--- src/rtl/branch_predictor_gshare_if.sv ---
// Fetch-lookup and resolve-update bundle for the gshare predictor.
// master drives requests/updates, slave is the predictor.
interface branch_predictor_gshare_if #(
  parameter int HIST_W = 8
);
  logic              pred_valid;
  logic [31:0]       pred_pc;
  logic              pred_taken;
  logic [HIST_W-1:0] pred_hist;
  logic              upd_valid;
  logic [31:0]       upd_pc;
  logic [HIST_W-1:0] upd_hist;
  logic              upd_taken;
  logic              upd_mispredict;
  logic              ready;

  modport master (
    output pred_valid, pred_pc,
    output upd_valid, upd_pc, upd_hist,
    output upd_taken, upd_mispredict,
    input  pred_taken, pred_hist, ready
  );

  modport slave (
    input  pred_valid, pred_pc,
    input  upd_valid, upd_pc, upd_hist,
    input  upd_taken, upd_mispredict,
    output pred_taken, pred_hist, ready
  );
endinterface

--- src/rtl/branch_predictor_gshare.sv ---
// Gshare/bimodal branch predictor with a one-entry-per-cycle init sweep.
// Define BP_GSHARE_EN for global-history indexing; default is bimodal.
module branch_predictor_gshare #(
  parameter int INDEX_W = 8,
  parameter int CTR_W   = 2,
  parameter int HIST_W  = 8
) (
  input logic                    clk,
  input logic                    rst_n,
  branch_predictor_gshare_if.slave bus
);
  localparam int ENTRIES = 1 << INDEX_W;
  localparam logic [CTR_W-1:0] CTR_MAX  = '1;
  localparam logic [CTR_W-1:0] CTR_INIT =
    {1'b0, {(CTR_W-1){1'b1}}};

  typedef enum logic {INIT, RUN} state_t;

  state_t             state;
  logic [INDEX_W-1:0] ptr;
  logic               rdy;
  logic [HIST_W-1:0]  ghr;
  logic [INDEX_W-1:0] pidx;
  logic [INDEX_W-1:0] uidx;
  logic [CTR_W-1:0]   ctr_cur;
  logic [CTR_W-1:0]   ctr_nxt;
  logic               taken;
  logic [CTR_W-1:0]   tbl [ENTRIES];
  logic               unused_bits;

  assign unused_bits = ^{bus.pred_pc[31:INDEX_W+2],
                         bus.pred_pc[1:0],
                         bus.upd_pc[31:INDEX_W+2],
                         bus.upd_pc[1:0]};

  function automatic logic [HIST_W-1:0] shl(
    input logic [HIST_W-1:0] h,
    input logic              b
  );
    return (h << 1) | HIST_W'(b);
  endfunction

`ifdef BP_GSHARE_EN
  assign pidx = bus.pred_pc[INDEX_W+1:2] ^ INDEX_W'(ghr);
  assign uidx = bus.upd_pc[INDEX_W+1:2] ^ INDEX_W'(bus.upd_hist);

  // Speculative history shift; a mispredict repair wins over it.
  always_ff @(posedge clk) begin
    if (!rst_n) begin
      ghr <= '0;
    end else if (rdy) begin
      if (bus.upd_valid && bus.upd_mispredict)
        ghr <= shl(bus.upd_hist, bus.upd_taken);
      else if (bus.pred_valid)
        ghr <= shl(ghr, taken);
    end
  end
`else
  logic unused_ctl;

  assign unused_ctl = ^{bus.upd_hist, bus.upd_mispredict,
                        bus.pred_valid, shl(ghr, taken)};
  assign pidx = bus.pred_pc[INDEX_W+1:2];
  assign uidx = bus.upd_pc[INDEX_W+1:2];
  assign ghr  = '0;
`endif

  assign taken          = rdy & tbl[pidx][CTR_W-1];
  assign bus.pred_taken = taken;
  assign bus.pred_hist  = ghr;
  assign bus.ready      = rdy;

  // Saturating step of the counter addressed by the resolving branch.
  always_comb begin
    ctr_cur = tbl[uidx];
    ctr_nxt = ctr_cur;
    unique case (1'b1)
      (bus.upd_taken && ctr_cur != CTR_MAX):
        ctr_nxt = ctr_cur + CTR_W'(1);
      (!bus.upd_taken && ctr_cur != '0):
        ctr_nxt = ctr_cur - CTR_W'(1);
      default: ;
    endcase
  end

  // INIT sweeps the pointer over every entry, then enters RUN.
  always_ff @(posedge clk) begin
    if (!rst_n) begin
      state <= INIT;
      ptr   <= '0;
      rdy   <= 1'b0;
    end else begin
      case (state)
        INIT: begin
          ptr <= ptr + INDEX_W'(1);
          if (ptr == '1) begin
            state <= RUN;
            rdy   <= 1'b1;
          end
        end
        RUN: ;
        default: state <= INIT;
      endcase
    end
  end

  // Table storage: sweep writes in INIT, training writes in RUN.
  always_ff @(posedge clk) begin
    if (rst_n) begin
      if (state == INIT)
        tbl[ptr] <= CTR_INIT;
      else if (bus.upd_valid)
        tbl[uidx] <= ctr_nxt;
    end
  end
endmodule

--- src/flat_wrapper.sv ---
// flat-port wrapper written by rule: the top's interface ports become plain ports
module branch_predictor_gshare_flat 
#(
  parameter int INDEX_W = 8,
  parameter int CTR_W   = 2,
  parameter int HIST_W  = 8
)
  (clk, rst_n, bus_pred_valid, bus_pred_pc, bus_upd_valid, bus_upd_pc, bus_upd_hist, bus_upd_taken, bus_upd_mispredict, bus_pred_taken, bus_pred_hist, bus_ready);
  branch_predictor_gshare_if #(.HIST_W(HIST_W)) bus_i ();
  input logic clk;
  input logic rst_n;
  input wire logic [$bits(bus_i.pred_valid)-1:0] bus_pred_valid;
  input wire logic [$bits(bus_i.pred_pc)-1:0] bus_pred_pc;
  input wire logic [$bits(bus_i.upd_valid)-1:0] bus_upd_valid;
  input wire logic [$bits(bus_i.upd_pc)-1:0] bus_upd_pc;
  input wire logic [$bits(bus_i.upd_hist)-1:0] bus_upd_hist;
  input wire logic [$bits(bus_i.upd_taken)-1:0] bus_upd_taken;
  input wire logic [$bits(bus_i.upd_mispredict)-1:0] bus_upd_mispredict;
  output wire logic [$bits(bus_i.pred_taken)-1:0] bus_pred_taken;
  output wire logic [$bits(bus_i.pred_hist)-1:0] bus_pred_hist;
  output wire logic [$bits(bus_i.ready)-1:0] bus_ready;
  assign bus_i.pred_valid = bus_pred_valid;
  assign bus_i.pred_pc = bus_pred_pc;
  assign bus_i.upd_valid = bus_upd_valid;
  assign bus_i.upd_pc = bus_upd_pc;
  assign bus_i.upd_hist = bus_upd_hist;
  assign bus_i.upd_taken = bus_upd_taken;
  assign bus_i.upd_mispredict = bus_upd_mispredict;
  assign bus_pred_taken = bus_i.pred_taken;
  assign bus_pred_hist = bus_i.pred_hist;
  assign bus_ready = bus_i.ready;
  branch_predictor_gshare #(.INDEX_W(INDEX_W), .CTR_W(CTR_W), .HIST_W(HIST_W)) u_core (.clk(clk), .rst_n(rst_n), .bus(bus_i));
endmodule
--- config.mk ---
export PLATFORM = sky130hd
export DESIGN_NAME = branch_predictor_gshare_flat
export DESIGN_NICKNAME = d
export VERILOG_FILES = /design/src/rtl/branch_predictor_gshare_if.sv /design/src/rtl/branch_predictor_gshare.sv /design/src/flat_wrapper.sv
export SDC_FILE = /design/constraint.sdc
export NUM_CORES = 1
export LEC_CHECK = 0
export CAP_MARGIN = 40
export CORE_ASPECT_RATIO = 2
export CORE_MARGIN = 2
export CORE_UTILIZATION = 45
export CTS_BUF_LIST = sky130_fd_sc_hd__clkbuf_16
export DETAILED_ROUTE_END_ITERATION = 12
export PLACE_DENSITY = 0.66
export SYNTH_ARGS = -nofsm -noshare
export SYNTH_HDL_FRONTEND = slang
export SYNTH_SLANG_ARGS = --single-unit
export TNS_END_PERCENT = 30
--- constraint.sdc ---
create_clock -name clk -period 36.2 [get_ports clk]
set_input_delay 7.24 -clock clk [delete_from_list [all_inputs] [get_ports clk]]
set_output_delay 7.24 -clock clk [all_outputs]
set_load 0.05 [all_outputs]
==> results of run 1 <==
flip-flops by register name, summed over array words and instances, names as in the netlist:
| register | count |
|---|---|
| u_core.tbl | 512 |
| u_core.bus.ready | 1 |
| u_core.state | 1 |
| u_core.ptr | 8 |
placed cells by master, fill, tap and decap left out, types with 12 or more instances in the layout:
cell type and n:
mux2i_1 57, a21oi_1 12, o21ai_0 15, nor2_1 269, nor2b_1 13, buf_4 35
clkbuf_16 43, mux4_2 187, nand3_1 21, o221ai_1 23, nand2_1 67, edfxtp_1 512
clkdlybuf4s50_1 14
power by group through the flow:
stage                     logic [W]  registers (W)  clock network (W)
after floorplan           0.0000439       0.000667                  0
after global placement    0.0000633       0.000667                  0
after detailed placement  0.0000646       0.000667                  0
after CTS                 0.0000648       0.000654           0.000460
after global routing      0.0000674       0.000653           0.000481
final                     0.0000648       0.000654           0.000455
routing by layer:
layer,GRT usage [%],up-vias,routed length [um]
met2,43.69,691,35600
li1,-,5723,-
met3,3.079,210,4056
met1,26.25,7204,21180
met4,14.71,2,4407
met5,0,-,17
stage by stage:
step / util, % / area, um2 / power (W)
after floorplan: - / 23890 / 0.0007108
after global placement: 46.66 / 24520 / 0.0007304
after detailed placement: 47.03 / 24720 / 0.0007317
after CTS: 49.53 / 26040 / 0.001179
after global routing: 49.53 / 26040 / 0.001201
final: 49.53 / 26040 / 0.001174
final timing paths:
check	start	endpoint	slack [ns]	cells past startpoint
worst min register to register	u_core.ptr[5]$_SDFFE_PN0N_	u_core.ptr[5]$_SDFFE_PN0N_	0.57	2
worst max register to register	u_core.tbl[24][0]$_DFFE_PP_	u_core.tbl[88][1]$_DFFE_PP_	31.75	11
worst max-delay path	bus_pred_pc[2]	bus_pred_taken	17.64	10
worst min-delay path	u_core.ptr[5]$_SDFFE_PN0N_	u_core.ptr[5]$_SDFFE_PN0N_	0.57	2
logic make-up after synthesis:
kind of cell	after synthesis	synth area share, %
flip-flops	522	65.26
AND/OR/NAND/NOR	422	7.466
multiplexers	254	20.70
buffers and inverters	121	2.894
AO/OA/AOI/OAI	113	3.465
XOR/XNOR	4	0.1468
adder cells (fa/ha/maj)	1	0.05242
other	1	0.01571
final cells by class:
class                      count  area (um2)  share of cell area, %
clock buffer                  43        1076                  4.133
clock inverter                29       242.7                 0.9323
inverter                       6       22.52                0.08651
multi-input combinational    802        7642                  29.35
sequential                   522       15570                  59.82
tap                          665       832.0                  3.196
timing repair buffer          64       644.4                  2.475
worst max-delay path, delay by kind of cell:
family,cells,cell delay [ns]
muxes,4,1.94
buffers and inverters,4,1.86
AOI/OAI and AO/OA,1,0.12
and+or+nand+nor,1,0.09
==> impl_metrics.json, run 1 <==
{
  "synth_flop_cell": "edfxtp_1",
  "synth_common_cells": "edfxtp_1, nor2_1, mux4_2, nand2_1, clkbuf_1",
  "num_vias": 13830,
  "antenna_found_initial": 1,
  "yosysWarnings": 0,
  "grt_pass1_wl_um": 94970,
  "via_per_inst": 6.490,
  "comb_power_share_pct": 5.5,
  "final_antenna_net_count": 0,
  "wirelength_um": 65260,
  "start_kind": "input pin",
  "htree_levels": 2,
  "powerDensity_nw_per_um2": 45.09,
  "gp_congestion": 0.8508,
  "core-area_um2": 52560,
  "path_clk_slew_ns": 0.06,
  "die_area_um2": 55000,
  "grt_remaining_overflow": 0,
  "nets": 1517,
  "switching_share_pct": 21.52,
  "fin_crit_ns": 18.56,
  "synth_top_area_share_pct": 64.42,
  "fin_crit_sh_pct": 51.26,
  "wl_per_cell_um": 30.62,
  "dr.pass1.iters": 5,
  "yosysMostFrequentCell": "edfxtp_1",
  "path_max_fanout": 29,
  "cp_common_cell": "mux4_2",
  "postCtsHoldBufs": 0,
  "critical_path_class": "input pin to output port",
  "synth.avg_cell_area_um2": 16.60,
  "drt_iter0_markers": 1422,
  "crit_required_ns": 28.96,
  "cap_viol_max_count": 0,
  "fillers": 4312,
  "async_flop_share_pct": 0,
  "clk_path_buf_depth": 3,
  "worst_skew_pair.late_latency_ns": 0.58,
  "yosysTopAreaCell": "edfxtp_1",
  "antenna_cells": 0,
  "grt_max_degree": 99,
  "drc": 0,
  "yosys_register_bits": 522,
  "grt_pass1_vias": 14530,
  "synth_edf_count": 512,
  "clock_power_share_pct": 38.8,
  "syn-instance-count": 1438,
  "ctsRootBufferMaster": "clkbuf_16",
  "crit_arrival_ns": 11.32,
  "seq_area_frac_synth_pct": 65.26,
  "cts_tree": "done",
  "min_path_type": "register to register",
  "p_int_w": 0.0009213,
  "slew_violations": 0,
  "clock-sinks": 522,
  "cts_inserted_buffers": 42,
  "port_buffers": 21,
  "worst_pin_slew_ns": 0.9232,
  "final_hold_viol_count": 0,
  "status": "finished, final reports clean",
  "cp-end-kind": "output port",
  "skew_ns": 0.02474,
  "fin_ws_ns": 17.64,
  "synth_area_leaders": "edfxtp_1, mux4_2, nor2_1, mux2i_1, nand2_1",
  "peakVddDrop_mv": 0.03212,
  "p_switching_w": 0.0002526,
  "post-place-ws_ns": 17.59,
  "cts.repair.resized": 0,
  "globalRouteTotalUtil_pct": 23.88,
  "crit_path_max_incr_delay_ns": 0.69,
  "crit_chain": "buf_4 > buf_4 > buf_16 > mux4_2 > mux4_2 > mux4_2 > mux2i_1 > nand2_1 > o211a_1 > clkdlybuf4s50_1",
  "postCtsSetupRepairBufs": 0,
  "die_x_um": 166.8,
  "grt_setup_unrepaired": "false",
  "place_inst": 2059,
  "relSlewSlack_pct": 38.45,
  "seqPwrFrac_pct": 55.7,
  "dpl.hpwl_um": 42010,
  "max_freq_mhz": 53.89,
  "p_leak_nw": 8.942,
  "slowest_stage": "clkdlybuf4s50_1",
  "holdWs_ns": 0.5667,
  "area_growth_syn_to_layout_pct": 9.091,
  "finalSetupViolations": 0,
  "fin_setup_tns_ns": 0,
  "syn-cell-area_um2": 23870,
  "drive_gt1_share_pct": 20.94,
  "io_pins": 88,
  "ys_types": 60,
  "die_y_um": 329.7,
  "final_cells": 2131,
  "row_count": 119,
  "floorplan.initialDensity_pct": 45.41
}
(Power assumes the default switching activity.)
==> run 2, diff against run 1 <==
==> constraint.sdc (replaced) <==
create_clock -name clk -period 19.19 [get_ports clk]
set_input_delay 3.838 -clock clk [delete_from_list [all_inputs] [get_ports clk]]
set_output_delay 3.838 -clock clk [all_outputs]
set_load 0.05 [all_outputs]
==> run 2 against run 1 <==
  * Final cell count rose by 0.19%
  * Non-clock buffer count increased by 1
  * Global-route usage fell by 0.15 points
  * Sequential share of layout area down 0.21 points
  * Total power is 93% higher
  * Critical endpoint unchanged
==> impl_metrics.json, run 2 (synthesis results as in run 1) <==
{
  "status": "finished, final reports clean",
  "clk_path_buf_depth": 3,
  "finalSetupViolations": 0,
  "start_kind": "input pin",
  "hold_end": "u_core.ptr[1]$_SDFFE_PN0N_",
  "grt_pass1_vias": 14510,
  "num_vias": 13830,
  "fillers": 4255,
  "dr.pass1.iters": 6,
  "timing.rr.end": "u_core.tbl[219][0]$_DFFE_PP_",
  "fin_crit_ns": 12.27,
  "htree_levels": 2,
  "die_x_um": 166.8,
  "final_antenna_net_count": 0,
  "max_freq_mhz": 81.51,
  "gp_congestion": 0.8681,
  "layout_commonest_cell": "edfxtp_1",
  "die_area_um2": 55000,
  "crit_required_ns": 15.35,
  "largest_reg_flops": 512,
  "cap_viol_max_count": 0,
  "critical_path_class": "input pin to output port",
  "crit_path_max_incr_delay_ns": 0.69,
  "final_cell_mix": "edfxtp_1, nor2_1, mux4_2, nand2_1, mux2i_1",
  "utilization_pct": 49.71,
  "reg2reg_slack_ns": 14.68,
  "core-area_um2": 52560,
  "r2r_cells": 10,
  "ctsRootBufferMaster": "clkbuf_16",
  "postCtsHoldBufs": 0,
  "cts.repair.resized": 0,
  "antenna_cells": 0,
  "regToRegStartpoint": "u_core.tbl[153][1]$_DFFE_PP_",
  "peakVddDrop_mv": 0.07819,
  "floorplan.initialDensity_pct": 45.41,
  "via_per_inst": 6.479,
  "port_buffers": 21,
  "nets": 1519,
  "skew_ns": 0.01266,
  "top_register": "u_core.tbl",
  "die_y_um": 329.7,
  "fin_crit_sh_pct": 63.93,
  "clock-sinks": 522,
  "postCtsSetupRepairBufs": 0,
  "final_hold_viol_count": 0,
  "reg_top3": "u_core.tbl (512), u_core.ptr (8)",
  "cts_tree": "done",
  "worstHoldStart": "u_core.ptr[1]$_SDFFE_PN0N_",
  "drt_iter0_markers": 1257,
  "slew_violations": 0,
  "grt_pass1_wl_um": 94430,
  "drive_gt1_share_pct": 21.16,
  "fin_setup_tns_ns": 0,
  "min_path_type": "register to register",
  "row_count": 119,
  "crit_arrival_ns": 8.43,
  "area_growth_syn_to_layout_pct": 9.469,
  "antenna_found_initial": 0,
  "wirelength_um": 65420,
  "grt_remaining_overflow": 0,
  "dpl.hpwl_um": 42010,
  "globalRouteTotalUtil_pct": 23.73,
  "drc": 0,
  "path_clk_slew_ns": 0.07,
  "p_leak_nw": 8.973,
  "cts_inserted_buffers": 43,
  "crit_start": "bus_pred_pc[2]",
  "worst_skew_pair.late_latency_ns": 0.58,
  "crit_chain": "buf_4 > buf_4 > buf_4 > mux4_2 > mux4_2 > mux4_2 > mux2i_1 > nand2_1 > o211a_1 > clkdlybuf4s50_1",
  "worst_pin_slew_ns": 1.045,
  "wl_per_cell_um": 30.64,
  "powerDensity_nw_per_um2": 86.56,
  "relSlewSlack_pct": 30.34,
  "path_max_fanout": 28,
  "io_pins": 88,
  "min_path_cells": 2,
  "slowest_stage": "clkdlybuf4s50_1",
  "grt_setup_unrepaired": "false",
  "grt_max_degree": 241,
  "cp-end-kind": "output port"
}
-- run 2: cell types whose count changed in the layout (fill, tap and decap cells not counted), sizes merged --
cell	change
clkinvlp	+1
buf	+1
inv	-3
bufinv	+3
clkinv	+2
-- run 2: layer usage --
layer	up-vias	routed length (um)	global-route usage, %
li1	5724	-	-
met2	694	35550	43.98
met4	0	4374	14.19
met1	7210	21180	25.53
met5	-	0	0
met3	204	4322	3.379
-- run 2: stage by stage --
step / std cells / total power, W / setup slack, ns / hold slack, ns / instance area (um2)
2_1_floorplan: 1445 / 0.001341 / 4.761 / 0.5098 / 23890
3_3_place_gp: 2048 / 0.001378 / 6.871 / 0.5493 / 24530
3_5_place_dp: 2060 / 0.001380 / 6.848 / 0.5656 / 24720
4_1_cts: 2135 / 0.002270 / 6.822 / 0.5903 / 26130
5_1_grt: 2135 / 0.002312 / 6.709 / 0.6439 / 26130
6_report: 2135 / 0.002261 / 6.922 / 0.6078 / 26130
-- run 2: power breakdown --
part           switching [W]  internal, W  total (W)
clock network       0.000404     0.000502   0.000906
registers         0.00000111      0.00123    0.00123
logic              0.0000776    0.0000444   0.000122
total               0.000483      0.00178    0.00226
-- run 2: layout make-up --
class	count	area (um2)	area share (%)
Clock buffer	43	1076	4.119
Clock inverter	32	327.8	1.255
Inverter	6	22.52	0.08621
Multi-Input combinational cell	802	7642	29.25
Sequential cell	522	15570	59.62
Tap cell	665	832.0	3.185
Timing Repair Buffer	65	649.4	2.486
-- run 2: how the worst max path moves through the flow --
stage	endpoint	cells past startpoint
global placement	bus_pred_taken	10
floorplan	u_core.tbl[0][0]$_DFFE_PP_	14
detailed placement	bus_pred_taken	10
global route	bus_pred_taken	10
CTS	bus_pred_taken	10
finish	bus_pred_taken	10
-- run 2: critical path, delay by kind of cell --
family / cells / cell delay (ns)
AOI/OAI and AO/OA: 1 / 0.13
buffers and inverters: 4 / 2.19
muxes: 4 / 2.06
and+or+nand+nor: 1 / 0.10
